[src/rtl/axi_slave_write.sv]
// AXI4 write-channel responder: one burst at a time, W beats drive a byte-strobed memory port,
// one B response per burst.
module axi_slave_write #(
  parameter int unsigned AXI_ADDR_WIDTH = 64,
  parameter int unsigned AXI_DATA_WIDTH = 32,
  parameter logic [AXI_ADDR_WIDTH-1:0] BASE_ADDR = '0,
  parameter logic [AXI_ADDR_WIDTH-1:0] MEM_BYTES = 'h10000
) (
  input  logic                          clk,
  input  logic                          rst,
  input  logic                          AW_VALID,
  output logic                          AW_READY,
  input  logic [2:0]                    AW_PROT,
  input  logic [AXI_ADDR_WIDTH-1:0]     AW_ADDR,
  input  logic [7:0]                    AW_LEN,
  input  logic [2:0]                    AW_SIZE,
  input  logic [1:0]                    AW_BURST,
  input  logic                          W_VALID,
  output logic                          W_READY,
  input  logic [AXI_DATA_WIDTH-1:0]     W_DATA,
  input  logic [AXI_DATA_WIDTH/8-1:0]   W_STRB,
  input  logic                          W_LAST,
  output logic                          B_VALID,
  input  logic                          B_READY,
  output logic [1:0]                    B_RESP,
  output logic                          o_wr_en,
  output logic [AXI_ADDR_WIDTH-1:0]     o_wr_addr,
  output logic [AXI_DATA_WIDTH-1:0]     o_wr_data,
  output logic [AXI_DATA_WIDTH/8-1:0]   o_wr_strb,
  input  logic                          i_wr_ready
);

  localparam int unsigned StrbW = AXI_DATA_WIDTH / 8;
  localparam logic [2:0] MaxSize = 3'($clog2(StrbW));

  typedef logic [AXI_ADDR_WIDTH-1:0] addr_t;
  typedef enum logic [1:0] {StIdle, StData, StResp} state_e;

  state_e     state_q;
  logic       aw_ready_q, b_valid_q;
  logic [1:0] b_resp_q;
  addr_t      addr_q;
  logic [7:0] len_q, cnt_q;
  logic [2:0] size_q;
  logic [1:0] burst_q;
  logic       dec_err_q, slv_err_q, last_err_q;

  logic  aw_hs, beat, last_beat, last_bad;
  logic  aw_dec_err, aw_slv_err;
  addr_t aw_off, aw_bytes, step, wrap_mask, addr_nxt;
  logic  unused_prot;

  assign unused_prot = ^AW_PROT;

  assign AW_READY = aw_ready_q & ~rst;
  assign W_READY  = (state_q == StData) & i_wr_ready & ~rst;
  assign B_VALID  = b_valid_q & ~rst;
  assign B_RESP   = rst ? 2'b00 : b_resp_q;

  assign aw_hs     = AW_VALID & AW_READY;
  assign beat      = W_VALID & W_READY;
  assign last_beat = (cnt_q == len_q);
  assign last_bad  = (W_LAST != last_beat);

  assign o_wr_en   = beat & ~dec_err_q & ~slv_err_q;
  assign o_wr_addr = addr_q & ~addr_t'(StrbW - 1);
  assign o_wr_data = W_DATA;
  assign o_wr_strb = W_STRB;

  // Only INCR bursts are checked for running off the top of the window.
  assign aw_off     = AW_ADDR - BASE_ADDR;
  assign aw_bytes   = (addr_t'(AW_LEN) + addr_t'(1)) << AW_SIZE;
  assign aw_dec_err = (AW_ADDR < BASE_ADDR) | (aw_off >= MEM_BYTES) |
                      ((AW_BURST == 2'b01) & (aw_off + aw_bytes > MEM_BYTES));
  assign aw_slv_err = (AW_BURST == 2'b11) | (AW_SIZE > MaxSize) |
                      ((AW_BURST == 2'b10) & !(AW_LEN inside {8'd1, 8'd3, 8'd7, 8'd15}));

  assign step      = addr_t'(1) << size_q;
  assign wrap_mask = ((addr_t'(len_q) + addr_t'(1)) << size_q) - addr_t'(1);

  always_comb begin
    addr_nxt = addr_q + step;
    case (burst_q)
      2'b00:   addr_nxt = addr_q;
      2'b10:   addr_nxt = (addr_q & ~wrap_mask) | ((addr_q + step) & wrap_mask);
      default: addr_nxt = addr_q + step;
    endcase
  end

  always_ff @(posedge clk) begin
    if (rst) begin
      state_q    <= StIdle;
      aw_ready_q <= 1'b0;
      b_valid_q  <= 1'b0;
      b_resp_q   <= 2'b00;
      addr_q     <= '0;
      len_q      <= '0;
      cnt_q      <= '0;
      size_q     <= '0;
      burst_q    <= '0;
      dec_err_q  <= 1'b0;
      slv_err_q  <= 1'b0;
      last_err_q <= 1'b0;
    end else begin
      unique case (state_q)
        StIdle: begin
          aw_ready_q <= ~aw_hs;
          if (aw_hs) begin
            state_q    <= StData;
            addr_q     <= AW_ADDR;
            len_q      <= AW_LEN;
            size_q     <= AW_SIZE;
            burst_q    <= AW_BURST;
            cnt_q      <= '0;
            dec_err_q  <= aw_dec_err;
            slv_err_q  <= aw_slv_err;
            last_err_q <= 1'b0;
          end
        end
        StData: begin
          if (beat) begin
            cnt_q  <= cnt_q + 8'd1;
            addr_q <= addr_nxt;
            if (last_bad) last_err_q <= 1'b1;
            // Burst length comes from AW_LEN alone; W_LAST only affects the response code.
            if (last_beat) begin
              state_q   <= StResp;
              b_valid_q <= 1'b1;
              if (dec_err_q)                              b_resp_q <= 2'b11;
              else if (slv_err_q | last_err_q | last_bad) b_resp_q <= 2'b10;
              else                                        b_resp_q <= 2'b00;
            end
          end
        end
        StResp: begin
          if (B_READY) begin
            state_q    <= StIdle;
            b_valid_q  <= 1'b0;
            aw_ready_q <= 1'b1;
          end
        end
        default: state_q <= StIdle;
      endcase
    end
  end

endmodule

[config.mk]
export PLATFORM = sky130hd
export DESIGN_NAME = axi_slave_write
export DESIGN_NICKNAME = d
export VERILOG_FILES = /design/src/rtl/axi_slave_write.sv
export SDC_FILE = /design/constraint.sdc
export NUM_CORES = 1
export LEC_CHECK = 0
export CELL_PAD_IN_SITES_DETAIL_PLACEMENT = 1
export CELL_PAD_IN_SITES_GLOBAL_PLACEMENT = 1
export CORE_MARGIN = 1
export CORE_UTILIZATION = 32
export CTS_CLUSTER_DIAMETER = 200
export CTS_CLUSTER_SIZE = 14
export DETAILED_ROUTE_END_ITERATION = 8
export GPL_TIMING_DRIVEN = 0
export MAX_ROUTING_LAYER = met4
export PLACE_DENSITY_LB_ADDON = 0.15
export SKIP_CTS_REPAIR_TIMING = 1
export SLEW_MARGIN = 20
export SYNTH_ARGS = -nofsm -noshare
export SYNTH_HDL_FRONTEND = slang
export SYNTH_SLANG_ARGS = --single-unit
[constraint.sdc]
create_clock -name clk -period 4 [get_ports clk]
set_clock_uncertainty 0.1 [all_clocks]
set_input_delay 0.8 -clock clk [delete_from_list [all_inputs] [get_ports clk]]
set_output_delay 0.8 -clock clk [all_outputs]
set_load 0.005 [all_outputs]
======== After elaboration in Yosys (flattened, before gate mapping) ========
Index checks and enable logic that the tools add are counted.
storage, ports and cells
  memory bits (writable) .................. 0
  bits in latches ......................... 0
  bits of input ports ..................... 123
  logic and storage cells ................. 107
  register bits ........................... 94
  memories kept ........................... 0
  output and inout port bits .............. 106
  memory bits (read-only) ................. 0
operators by class
  bitwise logic cells ..................... 24
  reduce and logical (&&, ||, !) cells .... 15
  divide/modulo/power cells ............... 0
  add/sub/neg operators ................... 6
  order comparisons ....................... 4
  shift operators ......................... 3
  eq/ne operators ......................... 18
  muxes and demuxes ....................... 25
  multipliers ............................. 0
operator list
  kind                                                                  number
  case mux 64 bit (2 select lines)                                      2
  adder 64 bit                                                          2
  bitwise AND 64 bit                                                    2
  two-way mux 64 bit                                                    2
  left shift 9 x 3 -> 64 bit                                            2
  greater-or-equal comparator 64 x 17 -> 1 bit (second input constant)  1
  greater-than comparator 64 x 17 -> 1 bit (second input constant)      1
  < comparator 64 x 1 -> 1 bit (second input constant)                  1
  NOT 64 bit                                                            1
  OR 64 bit                                                             1
  left shift 1 x 3 -> 64 bit (first input constant)                     1
  subtractor 64 x 1 -> 64 bit (second input constant)                   1
  adder 8 x 1 -> 9 bit (second input constant)                          2
  two-way mux 8 bit                                                     2
  case mux 8 bit (2 select lines)                                       1
  AND reduction 4 bit                                                   4
  two-way mux 2 bit                                                     7
  inequality test 2 bit (second input constant)                         6
  bitwise AND 1 bit                                                     10
  adder 8 x 1 -> 8 bit (second input constant)                          1
  == test 2 bit (second input constant)                                 4
  == test 8 x 1 -> 1 bit (second input constant)                        1
  == test 8 x 2 -> 1 bit (second input constant)                        1
  == test 8 x 3 -> 1 bit (second input constant)                        1
  16 further kinds                                                      38

======== Depth between registers and ports, before layout ========
Gate-level depths: netlist of the first run.
  word-level depth ........................ 9
  gate-level depth with buffers ........... 21
  depth with buffers taken out ............ 19

======== Least setup slack after synthesis of the first run ========
No wires, ideal clock.
  kind .................................... input -> register
  start point ............................. input port AW_LEN[2]
  end point ............................... register dec_err_q
  library setup time ...................... 0.137 ns
  data required time ...................... 3.763 ns
  slack ................................... -0.163 ns
  cell stages on the path ................. 21
  buffers on the path ..................... 2
  data arrival time ....................... 3.926 ns
  path through ............................ clkbuf_1 > and3_1 > clkbuf_1 > and3_1 > nand2_1 > xor2_1 > o21ai_0 > mux2_2 > nand2_1 > o21ai_0 > ha_1 > nand2_1 > o22ai_1 > a211oi_1 > nand4_1 > a311oi_1 > nand3_1 > nor3_1 > nand4_1 > o21ai_0 > a31oi_1
on the way
  longest elaborated chain between the ends .. 6
ends and longest elaborated chain
  what                                      RTL line  text
  start, declared                           15        input logic [7:0] AW_LEN,
  adder 8 x 1 -> 9 bit                      72        assign aw_bytes = (addr_t'(AW_LEN) + addr_t'(1)) << AW_SIZE;
  left shift 9 x 3 -> 64 bit                72
  adder 64 bit                              74        ((AW_BURST == 2'b01) & (aw_off + aw_bytes > MEM_BYTES));
  greater-than comparator 64 x 17 -> 1 bit  74
  bitwise AND 1 bit                         74
  OR 1 bit                                  73        assign aw_dec_err = (AW_ADDR < BASE_ADDR) | (aw_off >= MEM_BYTES) |
  end signal, assigned                      115       dec_err_q <= aw_dec_err;
  end, declared                             46        logic dec_err_q, slv_err_q, last_err_q;
Every way passes these cells.
A chain may end at the register's enable or synchronous reset.

==> flow_metrics.tcl, run 1 <==
set metrics [dict create \
    rows 61 \
    postRouteAntennaNets 0 \
    rsz0062_at_grt "yes" \
    root_buffer "clkbuf_16" \
    setup_viol 0 \
    critPathLaunchType "flop" \
    clockPowerShare_pct 30.1 \
    numCtsBuffers 9 \
    required_ns 4.11 \
    syn_area_mm2 0.00900 \
    syn_inst 1259 \
    synth_edf_count 0 \
    synthArstFlopShare_pct 0 \
    finalCritPeriodShare_pct 97.5 \
    yosys-top-cells-count "nand2_1, a21oi_1, buf_4, nor2_1, dfxtp_1" \
    die_x_um 170 \
    io_pins 229 \
    wl_per_cell_um 21.2 \
    endpoint_kind "flop" \
    yosys.area_share.simple_pct 25.7 \
    antenna_found_initial 0 \
    dpl_worst_slack_ns -1.47 \
    setup_slack_ns 0.102 \
    syn_area_per_cell_um2 7.15 \
    drtPass1Iterations 5 \
    synth-seq-cells 94 \
    die-area_mm2 0.0288 \
    p_per_area_mw_per_mm2 241 \
    worstSetupStartpoint "len_q[3]" \
    post-route-min-period_ns 3.90 \
    tightest_slew_ns 1.04 \
    yosysTopAreaCell "dfxtp_1" \
    synth.distinct_cells 76 \
    synth_area_leaders "dfxtp_1, buf_4, a21oi_1" \
    max_freq_mhz 257 \
    outcome "finished, final reports clean" \
    initial_core_util_pct 32.5 \
    drc 0 \
    final_cell_area_mm2 0.0125 \
    maxCapViolCount 0 \
    hold_start "aw_ready_q" \
    synth.most_common_cell "nand2_1" \
    htreeDepth 3 \
    hold_viol 0 \
    muxShareOfSynthArea_pct 1.63 \
    vias_per_cell 5.61 \
    antenna_cells 0 \
    combinationalPowerShare_pct 35.1 \
    grt_pass1_wl_um 58400 \
    grt_pass1_vias 10030 \
    place_area_mm2 0.0113 \
    yosys_warnings 0 \
    critPathArrivalTime_ns 4.01 \
    syn2layout_area_growth_pct 39.1 \
    coreArea_mm2 0.0277 \
    hold_class "flop to flop" \
    seq_power_share_pct 34.7 \
    vias 10507 \
    synth_top_family_by_area "compound AO/OA/AOI/OAI gates" \
    clkSinkCount 94 \
    clock_latency_ns 0.38 \
    drt_wl_total_um 39700 \
    whs_ns 0.373 \
    slew_headroom_pct 30.8 \
    reg2reg_from "len_q[3]" \
    fin_setup_tns_ns 0 \
    post-dp-hpwl_um 30400 \
    clk_pin_slew_ns 0.08 \
    synth_fa_ha_area_share_pct 4.62 \
    die_y_um 170 \
    clockBufferDepth 2 \
    fillers 3412 \
    p_leak_nw 4.78 \
    cp_max_fo 9 \
    layout-drive-gt1-share_pct 20.7 \
    numPortBuffers 184 \
    drv_slew 0 \
    cts_tree "yes" \
    synth_ff_type "dfxtp_1" \
    crit_type "flop to flop" \
    seq_area_frac_synth_pct 20.9 \
    fin_util_pct 45.2 \
    grt_max_degree 18 \
    p_sw_share_pct 35.0 \
    intPower_mw 1.96 \
    drtIter0Drc 695 \
    nets 1646 \
    grt_remaining_overflow 0 \
    synth_top_area_share_pct 20.9 \
    peakVddDrop_uv 186 \
    synth-xor-area-share_pct 5.55 \
    gp_congestion 0.927 \
    synth_compound_area_share_pct 27.5 \
    grt_use_total_pct 27.3 \
    p_sw_mw 1.06 \
]
==> cell type report <==
type / instances / area [µm²] / share of cell area, %
inverter: 42 / 164 / 1.31
clock buffer: 10 / 239 / 1.91
multi-input combinational: 944 / 6330 / 50.6
buffer: 172 / 1190 / 9.54
tap: 378 / 473 / 3.78
timing repair buffer: 228 / 2170 / 17.3
sequential: 94 / 1890 / 15.1
clock inverter: 6 / 50.0 / 0.400
==> per-layer routing <==
layer,routed length (µm),GRT usage (%)
met1,17400,33.7
met2,18900,45.5
met3,1910,2.85
met4,1580,10.6
met5,0,-
==> critical path, stage by stage (launching register included) <==
cell and delay (ns):
dfxtp_1 0.31, buf_4 0.18, nand3_4 0.13, o211a_1 0.22, a311o_1 0.32, a221o_1 0.32
o31a_1 0.36, or3_4 0.43, or2_4 0.25, nor3b_2 0.18, ha_2 0.25, nor2_4 0.05
nor4_4 0.32, mux2i_1 0.23, a31oi_1 0.10
==> per-stage QoR <==
stage,cells,power (mW)
finish,1874,3.02
global route,1874,3.15
CTS,1838,2.90
detailed placement,1822,2.00
global placement,1822,1.99
floorplan,1260,1.58
==> cells by family after synthesis <==
group / after synthesis
fa+ha+maj: 32
flops: 94
mux: 14
simple gates: 467
buf+inv: 222
xor+xnor: 57
compound gates: 372
other cells: 1
==> worst paths after layout <==
kind / depth (start not counted) / slack [ns] / to
max: 14 / 0.10 / flop
min: 2 / 0.37 / aw_ready_q
max reg2reg: 14 / 0.10 / flop
min reg2reg: 2 / 0.37 / aw_ready_q
==> power groups by stage <==
stage	sequential, mW	combinational [mW]	clock [mW]
global route	1.06	1.14	0.952
detailed placement	1.07	0.929	0
finish	1.05	1.06	0.910
floorplan	1.04	0.531	0
global placement	1.07	0.919	0
CTS	1.05	0.935	0.916
==> cells in the final DEF (no fill, tap or decap), types with 11 or more instances in the layout <==
cell / Yosys / layout
o32ai_1: 25 / 25
nor4_1: 28 / 24
nor2b_1: 18 / 14
xnor2_1: 26 / 24
and3_1: 21 / 15
ha_1: 30 / 20
nor2_1: 101 / 94
nand2_1: 133 / 130
a211oi_1: 18 / 18
a21oi_1: 123 / 115
nor3_1: 37 / 33
clkdlybuf4s50_1: 0 / 177
dfxtp_1: 94 / 90
xor2_1: 31 / 31
nand4_1: 16 / 16
buf_6: 4 / 18
clkbuf_1: 57 / 30
nand2b_1: 17 / 16
nand3_1: 43 / 41
buf_4: 102 / 150
a31oi_1: 11 / 11
o21ai_1: 3 / 11
o21ai_0: 62 / 50
inv_1: 41 / 40
o31ai_1: 15 / 13
and2_1: 17 / 16
(Power assumes the default switching activity.)
==> run 2: changes to the inputs <==
- SLEW_MARGIN: 20 -> unset
==> results of run 2 <==
Same layout as run 1: the final DEF is identical, and so are final timing and power.
==> run 3: changes to the inputs <==
- SETUP_SLACK_MARGIN: unset -> 0.02
==> run 3 against run 2 <==
  * Largest power group is now sequential cells
  * Register-to-register slack got worse by 0.03 ns
  * Setup slack got worse by 0.030 ns
  * Combinational power hardly changed
  * Largest cell class unchanged
  * Global-route usage up 0.17 points
  * Utilization about the same
  * Critical path type unchanged
  * Flip-flop and latch count unchanged
  * Non-clock buffer count shrank 7
  * Critical path depth rose by 2
  * Worst hold slack gained 0.0018 ns
==> flow_metrics.tcl, run 3 (synthesis results as in run 1) <==
set metrics [dict create \
    die_y_um 170 \
    grt_use_total_pct 27.5 \
    htreeDepth 3 \
    drc 0 \
    tightest_slew_ns 1.02 \
    endpoint_kind "flop" \
    clk_pin_slew_ns 0.08 \
    setup_viol 0 \
    critPathArrivalTime_ns 4.04 \
    maxCapViolCount 0 \
    dpl_worst_slack_ns -1.52 \
    max_freq_mhz 255 \
    hold_viol 0 \
    grt_max_degree 18 \
    root_buffer "clkbuf_16" \
    setup_slack_ns 0.0711 \
    crit_type "flop to flop" \
    drv_slew 0 \
    rows 61 \
    clockBufferDepth 2 \
    numPortBuffers 184 \
    grt_pass1_wl_um 58500 \
    min_path_cells 2 \
    critPathLaunchType "flop" \
    nets 1639 \
    cp_max_fo 9 \
    whs_ns 0.375 \
    grt_remaining_overflow 0 \
    place_area_mm2 0.0113 \
    post-dp-hpwl_um 30600 \
    vias_per_cell 5.61 \
    crit_path_max_incr_delay_ns 0.40 \
    initial_core_util_pct 32.5 \
    finalCritPeriodShare_pct 98.2 \
    cp_cell_sequence "buf_6 -> and3_4 -> xor2_1 -> a311o_1 -> a221o_1 -> buf_6 -> a2bb2oi_2 -> or3b_1 -> buf_6 -> or2_4 -> nor3b_2 -> ha_2 -> nor2_4 -> nor4_4 -> mux2i_1 -> a31oi_1" \
    fillers 3406 \
    rrSetupSlack_ns 0.07 \
    postRouteAntennaNets 0 \
    ff2ff_path_depth 16 \
    syn2layout_area_growth_pct 39.0 \
    gp_congestion 0.927 \
    cpMaxStageDelayCell "or3b_1" \
    slew_headroom_pct 32.1 \
    numCtsBuffers 9 \
    cts_tree "yes" \
    post-route-min-period_ns 3.93 \
    clock_latency_ns 0.38 \
    layout-drive-gt1-share_pct 20.3 \
    outcome "finished, final reports clean" \
    rsz0062_at_grt "yes" \
    cpMostUsedCell "buf_6" \
    drt_wl_total_um 40000 \
    peakVddDrop_uv 154 \
    hold_class "flop to flop" \
    finalNonFillerCells 1867 \
    placed_cells 1822 \
    power_mw 3.06 \
    final_common_cell "clkdlybuf4s50_1" \
    vias 10477 \
    antenna_cells 0 \
    wl_per_cell_um 21.4 \
    drtIter0Drc 604 \
    die-area_mm2 0.0288 \
    coreArea_mm2 0.0277 \
    p_per_area_mw_per_mm2 245 \
    p_leak_nw 4.80 \
    required_ns 4.11 \
    final_cell_area_mm2 0.0125 \
    antenna_found_initial 0 \
    layout_common_cells "clkdlybuf4s50_1, buf_4, nand2_1" \
    grt_pass1_vias 10157 \
    die_x_um 170 \
    clkSinkCount 94 \
    fin_setup_tns_ns 0 \
    drtPass1Iterations 5 \
    fin_util_pct 45.1 \
    io_pins 229 \
]
-- run 3: cell count changes in the layout (fill, tap and decap cells not counted), moves of 3 or more --
cell      change
buf_4        -11
a21oi_2       +4
a21oi_1       -3
a221oi_2      -3
buf_6         +3
nand2_1       -3
nand2_2       +3
-- run 3: area by class of cell --
class | instances | area [µm²] | share of cell area (%)
inverters | 42 | 161 | 1.29
repair buffers | 220 | 2120 | 17.0
well taps | 378 | 473 | 3.78
flip-flops and latches | 94 | 1890 | 15.1
plain buffers | 173 | 1210 | 9.68
clock buffers | 10 | 229 | 1.83
multi-input cells | 944 | 6340 | 50.7
clock inverters | 6 | 76.3 | 0.610
-- run 3: where the power goes --
part,switching [mW],total (mW),internal [mW]
sequential,0.0669,1.05,0.983
combinational,0.530,1.05,0.519
clock,0.463,0.963,0.499
-- run 3: path summary, 6_finish.rpt --
path / to / startpoint
worst max-delay path: flop / len_q[2]
worst min-delay path: b_valid_q / b_valid_q
worst max register to register: flop / len_q[2]
worst min register to register: b_valid_q / b_valid_q
-- run 3: layer usage --
metal / track usage, % / up-vias / routed length [µm]
met5: - / - / 0
met4: 10.6 / 0 / 1470
met3: 3.01 / 93 / 2010
met2: 46.5 / 365 / 19400
met1: 33.3 / 5072 / 17100
li1: - / 4947 / -
-- run 3: worst max-delay path, delay by kind of cell, from the launching register on --
family	cells	cell delay (ns)
adder cells (fa/ha/maj)	1	0.25
AO/OA/AOI/OAI	4	0.91
buffers and inverters	3	0.42
XOR/XNOR	1	0.18
AND/OR/NAND/NOR	6	1.37
multiplexers	1	0.22
flip-flops	1	0.31
